===== config.mk =====
export PLATFORM = sky130hd
export DESIGN_NAME = uart_move_rx
export DESIGN_NICKNAME = d
export VERILOG_FILES = /design/src/rtl/uart_move_pkg.sv /design/src/rtl/move_fifo.sv /design/src/rtl/uart_move_rx.sv
export SDC_FILE = /design/constraint.sdc
export NUM_CORES = 1
export LEC_CHECK = 0
export ABC_AREA = 1
export CAP_MARGIN = 20
export CORE_MARGIN = 2
export CORE_UTILIZATION = 26
export CTS_BUF_LIST = sky130_fd_sc_hd__clkbuf_2
export DETAILED_ROUTE_END_ITERATION = 16
export PLACE_DENSITY = 0.45
export RECOVER_POWER = 25
export SLEW_MARGIN = 15
export SYNTH_ARGS = -nofsm -noshare
export SYNTH_HDL_FRONTEND = slang
export SYNTH_SLANG_ARGS = --single-unit

===== constraint.sdc =====
create_clock -name clk -period 2.8 [get_ports clk]
set_input_delay 0.56 -clock clk [delete_from_list [all_inputs] [get_ports clk]]
set_output_delay 0.56 -clock clk [all_outputs]
set_load 0.1 [all_outputs]

===== src/rtl/uart_move_pkg.sv =====
// Shared types and word-field positions for the UART move receiver.
// Word layout: [15:14] opcode, [13:8] from, [7:2] to, [1:0] promo.
package uart_move_pkg;

  localparam int unsigned OpMsb    = 15;
  localparam int unsigned OpLsb    = 14;
  localparam int unsigned FromMsb  = 13;
  localparam int unsigned FromLsb  = 8;
  localparam int unsigned ToMsb    = 7;
  localparam int unsigned ToLsb    = 2;
  localparam int unsigned PromoMsb = 1;
  localparam int unsigned PromoLsb = 0;

  typedef enum logic [1:0] {
    OpMove     = 2'b00,
    OpAck      = 2'b01,
    OpResync   = 2'b10,
    OpReserved = 2'b11
  } opcode_e;

  typedef enum logic [1:0] {
    StIdle,
    StReq,
    StGap
  } rd_state_e;

  typedef struct packed {
    logic [5:0] from;
    logic [5:0] to;
    logic [1:0] promo;
  } move_t;

  // Takes the word with the opcode stripped, i.e. bits [13:0].
  function automatic move_t body_to_move(input logic [13:0] body);
    move_t m;
    m.from  = body[FromMsb:FromLsb];
    m.to    = body[ToMsb:ToLsb];
    m.promo = body[PromoMsb:PromoLsb];
    return m;
  endfunction

endpackage


===== src/rtl/move_fifo.sv =====
// Circular buffer of decoded moves with synchronous flush.
// Pointers carry one extra bit so that full and empty can be told apart.
module move_fifo
  import uart_move_pkg::*;
#(
  parameter int unsigned FIFO_DEPTH = 4
) (
  input  logic  clk,
  input  logic  rst_n,
  input  logic  push,
  input  move_t push_data,
  input  logic  pop,
  input  logic  flush,
  output move_t head,
  output logic  valid,
  output logic  full
);

  localparam int unsigned AddrW = $clog2(FIFO_DEPTH);
  localparam logic [AddrW:0] PtrOne = {{AddrW{1'b0}}, 1'b1};

  logic [AddrW:0] wr_ptr_q, rd_ptr_q;
  move_t          mem_q [FIFO_DEPTH];
  logic           empty, do_push, do_pop;

  assign empty   = (wr_ptr_q == rd_ptr_q);
  assign full    = (wr_ptr_q[AddrW] != rd_ptr_q[AddrW]) &&
                   (wr_ptr_q[AddrW-1:0] == rd_ptr_q[AddrW-1:0]);
  assign do_pop  = pop && !empty;
  assign do_push = push && (!full || do_pop);

  // Flush wins over any push or pop arriving on the same edge.
  always_ff @(posedge clk) begin
    if (!rst_n) begin
      wr_ptr_q <= '0;
      rd_ptr_q <= '0;
    end else if (flush) begin
      wr_ptr_q <= '0;
      rd_ptr_q <= '0;
    end else begin
      if (do_push) wr_ptr_q <= wr_ptr_q + PtrOne;
      if (do_pop)  rd_ptr_q <= rd_ptr_q + PtrOne;
    end
  end

  always_ff @(posedge clk) begin
    if (rst_n && do_push && !flush) begin
      mem_q[wr_ptr_q[AddrW-1:0]] <= push_data;
    end
  end

  assign valid = !empty;
  assign head  = valid ? mem_q[rd_ptr_q[AddrW-1:0]] : '0;

endmodule


===== src/rtl/uart_move_rx.sv =====
// Pops words from a UART receiver, decodes move/ack/resync commands and
// buffers valid moves for a ready/valid consumer; bad words are counted.
module uart_move_rx
  import uart_move_pkg::*;
#(
  parameter int unsigned FIFO_DEPTH = 4,
  parameter int unsigned DATA_WIDTH = 16
) (
  input  logic                  clk,
  input  logic                  rst_n,
  input  logic                  pending_data_rx,
  input  logic [DATA_WIDTH-1:0] data_out_rx,
  input  logic                  parity_error_rx,
  output logic                  req_data,
  output logic                  move_valid,
  input  logic                  move_ready,
  output logic [5:0]            move_from,
  output logic [5:0]            move_to,
  output logic [1:0]            move_promo,
  output logic                  ack_pulse,
  output logic                  resync_pulse,
  output logic [7:0]            err_count,
  input  logic                  clr_err
);

  rd_state_e state_q;
  opcode_e   rx_op;
  move_t     rx_move, push_move_q, head;
  logic      rx_drop, push_q, err_inc_q, fifo_full;

  always_comb begin
    rx_op   = opcode_e'(data_out_rx[OpMsb:OpLsb]);
    rx_move = body_to_move(data_out_rx[FromMsb:PromoLsb]);
    rx_drop = parity_error_rx || (rx_op == OpReserved) ||
              ((rx_op == OpMove) && (rx_move.from == rx_move.to));
  end

  // Word is sampled at the end of StReq; its effects appear one cycle later.
  always_ff @(posedge clk) begin
    if (!rst_n) begin
      state_q      <= StIdle;
      req_data     <= 1'b0;
      push_q       <= 1'b0;
      push_move_q  <= '0;
      ack_pulse    <= 1'b0;
      resync_pulse <= 1'b0;
      err_inc_q    <= 1'b0;
    end else begin
      req_data     <= 1'b0;
      push_q       <= 1'b0;
      ack_pulse    <= 1'b0;
      resync_pulse <= 1'b0;
      err_inc_q    <= 1'b0;
      unique case (state_q)
        StIdle: begin
          if (pending_data_rx && !fifo_full) begin
            state_q  <= StReq;
            req_data <= 1'b1;
          end
        end
        StReq: begin
          state_q      <= StGap;
          push_q       <= !rx_drop && (rx_op == OpMove);
          push_move_q  <= rx_move;
          ack_pulse    <= !rx_drop && (rx_op == OpAck);
          resync_pulse <= !rx_drop && (rx_op == OpResync);
          err_inc_q    <= rx_drop;
        end
        StGap: begin
          state_q <= StIdle;
        end
        default: begin
          state_q <= StIdle;
        end
      endcase
    end
  end

  always_ff @(posedge clk) begin
    if (!rst_n) begin
      err_count <= '0;
    end else if (clr_err) begin
      err_count <= '0;
    end else if (err_inc_q && (err_count != 8'hFF)) begin
      err_count <= err_count + 8'd1;
    end
  end

  move_fifo #(
    .FIFO_DEPTH(FIFO_DEPTH)
  ) u_fifo (
    .clk      (clk),
    .rst_n    (rst_n),
    .push     (push_q),
    .push_data(push_move_q),
    .pop      (move_ready),
    .flush    (resync_pulse),
    .head     (head),
    .valid    (move_valid),
    .full     (fifo_full)
  );

  assign move_from  = head.from;
  assign move_to    = head.to;
  assign move_promo = head.promo;

endmodule


* Word level (Yosys, flattened, before mapping)
Memories as Yosys holds them, arrays and structs flattened. A register that Yosys moved wholly into a read port is not among the register bits.
Index checks and enable logic that the tools add are counted.
** Word-level totals
- Register bits :: 35
- Memories kept :: 1
- Word-level logic and storage cells :: 59
- Input bits :: 22
- Output and inout bits :: 26
- Bits in writable memories :: 56
** Memory list
- u_fifo.mem_q :: words 4, bits a word 14, rd ports 1, clocked after memory_dff 1, wr ports 1, line move_fifo.sv:23 : move_t mem_q [FIFO_DEPTH];
** Cells by class
- Bitwise gates (word level) :: 1
- Multiplexer cells :: 8
- Equality and inequality tests :: 10
- Add/subtract/negate cells :: 3
- Reductions and logical operators :: 24
** Operators with widths (number)
- two-way mux 14 bit :: 1
- logical AND 1 bit :: 11
- adder 8 x 1 -> 8 bit, second input constant :: 1
- inequality test 8 bit, second input constant :: 1
- adder 3 x 1 -> 3 bit, second input constant :: 2
- equality test 6 bit :: 1
- two-way mux 2 bit :: 3
- equality test 2 x 1 -> 1 bit, second input constant :: 2
- equality test 2 bit, second input constant :: 2
- logical NOT 1 bit :: 4
- logical NOT 2 bit :: 2
- case mux 2 bit (2 select lines) :: 1
- AND reduction 2 bit :: 2
- OR reduction 2 bit :: 2
- equality test 3 bit :: 1
- logical OR 1 bit :: 3
- two-way mux 1 bit :: 3
- equality test 2 bit :: 1
- inequality test 2 bit, second input constant :: 1
- inequality test 1 bit :: 1
- NOT 1 bit :: 1

* Longest topological paths before layout
- Depth after elaboration :: 9
- Gate-level depth with buffers :: 8
- Mapped depth without buffers :: 8

* Modules after synthesis
Synthesis repeated with hierarchy kept, for this count alone.
** Second synthesis, totals
- Cells, all modules :: 409
- Area, all modules :: 4022.6 µm²
** By module, submodules not included
- move_fifo :: seq. area each 1841.8 µm², area an instance 2732.6 µm², times used 1, cells an instance 234
- uart_move_rx :: seq. area each 580.6 µm², area an instance 1290.0 µm², times used 1, cells an instance 175

* Worst setup path before layout
No wires, ideal clock.
- Path type :: reg-to-reg
- Start point :: register resync_pulse
- End point :: memory u_fifo.mem_q[3][0] (netlist name) (enable)
- Buffers on the path :: 0
- Library setup time :: 406 ps
- Data arrival time :: 2174 ps
- Data required time :: 2394 ps
- Path slack :: 220 ps
- Clock period less this slack :: 2580 ps
- Cell stages (with the launch flop) :: 4
- Path through :: dfxtp_1 -> nor2_1 -> inv_1 -> nor3b_1
** On the way
- Cells in the longest elaborated chain, start to end :: 4
** Ends and longest elaborated chain
- start, declared :: line uart_move_rx.sv:21 : output logic resync_pulse,
- start signal, assigned :: line uart_move_rx.sv:66 : resync_pulse <= !rx_drop && (rx_op == OpResync);
- logical NOT 1 bit :: line move_fifo.sv:47 : if (rst_n && do_push && !flush) begin
- logical AND 1 bit :: line move_fifo.sv:47
- two-way mux 1 bit :: line move_fifo.sv:47
- two-way mux 1 bit (not written as such) :: line move_fifo.sv:48 : mem_q[wr_ptr_q[AddrW-1:0]] <= push_data;
- end, declared :: line move_fifo.sv:23
Every way passes these cells.

* Worst setup path in the final report
- Start point :: register u_fifo.wr_ptr_q[1]
- End point :: output move_to[4]
** On the way
- Cells in the longest elaborated chain, start to end :: 2
** Ends and longest elaborated chain
- start, declared :: line move_fifo.sv:22 : logic [AddrW:0] wr_ptr_q, rd_ptr_q;
- start signal, assigned :: line move_fifo.sv:41 : if (do_push) wr_ptr_q <= wr_ptr_q + PtrOne;
- equality test 3 bit :: line move_fifo.sv:26 : assign empty = (wr_ptr_q == rd_ptr_q);
- two-way mux 14 bit :: line move_fifo.sv:53 : assign head = valid ? mem_q[rd_ptr_q[AddrW-1:0]] : '0;
- end, declared :: line uart_move_rx.sv:18 : output logic [5:0] move_to,
Every way passes these cells.

==> flow_summary.ini <==
[floorplanning]
fp.dieW_um = 126
die_height_um = 126
die-area_um2 = 15900
num_rows = 44
starting_density_of_the_core_pct = 26.7
top_level_ports = 48
placeableCoreArea_um2 = 14500

[cells_and_area]
n_fill_cell = 1498
area_taken_by_multi_input_logic_gates_um2 = 1300
design.final.nets = 469
synth_to_layout_area_growth_pct = 26.7
n_antenna_cell = 0
mostFrequentLayoutCells = 72 x nor2_1, 56 x edfxtp_1, 50 x nand2_1
regArea_um2 = 2420
layout.cells.most_common = nor2_1
layout-drive-gt1-share_pct = 15.2
instances_no_fill = 630

[sta]
max-slew-margin-rel_pct = 72.4
worst_setup_slack_after_layout_ns = 0.193
worst-slew-pin-transition_ns = 0.413
setup_violations = 0
grt_setup_unrepaired = false
layout_worst_path_cycle_share_pct = 93.1
hold_viol = 0
final.setup_skew_ns = 0.0289
achievable-frequency_mhz = 384
fin_tns_setup_ns = 0
timing_max_transition_violations_final = 0
post-route-min-period_ns = 2.61

[setup_path]
worst_setup_path_end_kind = primary output
crit_arrival_ns = 2.05
timing.critical_path.from_type = register
r2r_cells = 7
cp_max_fo = 8
timing_worst_setup_path_type = register to primary output
crit_required_ns = 2.24
delay_of_the_slowest_cell_on_the_worst_path_ns = 0.46
cp_slowest_cell = dfxtp_1
critical_path.cell_chain = xnor2_4 -> nand3b_4 -> nand2_1 -> inv_1 -> buf_12

[yosys]
synthesis.instances = 385
yosys_warnings = 0
synthArstFlopShare_pct = 0
post_synth_xor_area_fraction_pct = 2.00
synth.lib_cells_used.distinct = 29
synth_fp_nets = 413
yosys_register_bits = 93
synthAdderAreaFrac_pct = 1.93
dominant_combinational_cell_family_by_area_after_synthesis = simple AND/OR/NAND/NOR gates
synth-main-ff-cell = edfxtp_1
avgSynthCellArea_um2 = 10.1
seq_area_frac_synth_pct = 62.4
synth_area_um2 = 3880
synth_enable_flop_cells = 56
synth_simple_gate_area_share_pct = 17.1
synthMuxAreaShare_pct = 0
complex_gate_fraction_of_the_synthesized_area_pct = 10.6

[pwr]
internal-power_w = 0.00200
p_per_area_nw_per_um2 = 596
clock_group_share_of_total_power_pct = 26.4
p_leak_nw = 1.94
total_power_w = 0.00293
part_of_the_power_in_registers_pct = 51.5
ir_drop_v = 0.000291
netSwitchingPower_w = 0.000930
power.share.switching_pct = 31.7
proportion_of_power_drawn_by_combinational_gates_pct = 22.1

[clock_network]
cts_inserted_buffers = 9
cts.sinks = 93
tritoncts = yes
clk_pin_slew_worst_paths_ns = 0.26
cts_setup_buffers = 0
insertion_delay_ns = 0.56
htree_levels = 3
post_cts_resize_count = 0
cts-hold-fix-buffers = 0
clock-root-buffer = clkbuf_2
clockBufferDepth = 2

[global_route]
grt_use_total_pct = 10.8
grt_pass1_vias = 2713
grt_overflow = 0
maximum_number_of_pins_on_one_net_before_global_route_repair = 29
antenna_violations_before_repair = 0
grt_pass1_wl_mm = 13.6

[job]
timing.max_cap.violations = 0

[routing]
num_vias = 2761
detail-route-antenna-nets = 0
drt-initial-drc-count = 141
postRouteWirelength_mm = 8.84
wl_per_cell_um = 14.0
drc = 0
detail_route.vias_per_cell = 4.38
drt-pass1-iter-count = 4

[place]
dp.cells = 612
place.detailed.hpwl_mm = 5.86
pre_cts_slack_ns = 0.444
numPortBuffers = 47
gp_congestion = 0.740

[min_path]
hold_path_class = register to register
hold_depth = 0

[status]
run_status = completed
-- final cells by class --
type / instances / share of cell area (%)
Clock buffer: 9 / 0.916
Clock inverter: 7 / 2.14
Inverter: 44 / 3.41
Multi-Input combinational cell: 238 / 26.5
Sequential cell: 93 / 49.3
Tap cell: 184 / 4.68
Timing Repair Buffer: 55 / 13.1
-- layer usage --
metal,up-vias,part of all wire (%),global-route usage [%]
li1,1415,-,-
met1,1281,49,14.1
met2,58,44,17.0
met3,7,5.5,3.53
met4,0,1.1,3.62
met5,-,0,0
-- power by group through the flow --
stage | Clock [W] | Combinational (W) | Sequential (W)
floorplan | 0 | 0.000403 | 0.00154
finish | 0.000774 | 0.000648 | 0.00151
CTS | 0.000808 | 0.000629 | 0.00151
detailed placement | 0 | 0.000628 | 0.00154
global route | 0.000846 | 0.000688 | 0.00152
global placement | 0 | 0.000627 | 0.00154
-- cell usage after synthesis, drive strengths merged (5+ instances only) --
| cell | instances | share of area [%] |
|---|---|---|
| nand3 | 11 | 1.4 |
| edfxtp | 56 | 43 |
| buf | 7 | 1.2 |
| o32ai | 14 | 3.2 |
| a21oi | 19 | 2.5 |
| clkbuf | 5 | 0.48 |
| inv | 44 | 4.3 |
| o21ai | 36 | 4.6 |
| ha | 6 | 1.9 |
| dfxtp | 37 | 19 |
| nand2 | 54 | 5.7 |
| nor2 | 75 | 7.4 |
-- worst max-delay path, delay by kind of cell, from the launching register on --
family	cells	cell delay, ns
buf+inv	2	0.23
xor+xnor	1	0.42
simple gates	2	0.38
flops	1	0.46
-- flip-flops by register name, summed over array words and instances (netlist names), 2 cells and up, named ones only --
name	cells
err_count	8
push_move_q	14
u_fifo.mem_q	56
u_fifo.wr_ptr_q	3
u_fifo.rd_ptr_q	3
state_q	2
-- metrics by stage --
| step | hold slack [ns] | utilization [%] | area (um2) |
|---|---|---|---|
| after global routing | 0.502 | 33.8 | 4920 |
| after detailed placement | 0.489 | 32.4 | 4710 |
| after global placement | 0.490 | 32.4 | 4710 |
| final | 0.501 | 33.8 | 4920 |
| after floorplan | 0.455 | - | 3880 |
| after CTS | 0.497 | 33.4 | 4860 |
-- kinds of logic after synthesis --
logic type                 Yosys count
AOI/OAI and AO/OA                   71
DFF                                 93
adders and majority gates            6
buffers and inverters               56
xor gates and xnor gates             8
and+or+nand+nor                    151
-- final timing paths --
kind | from | to | slack (ns)
hold / removal | push_move_q[8] | u_fifo.mem_q[1][8] | 0.50
setup / recovery | u_fifo.wr_ptr_q[1] | move_to[4] | 0.19
hold reg to reg | push_move_q[8] | u_fifo.mem_q[1][8] | 0.50
setup reg to reg | u_fifo.wr_ptr_q[0] | u_fifo.mem_q[0][11] | 0.96
No activity file was read; power rests on OpenSTA's default activity.
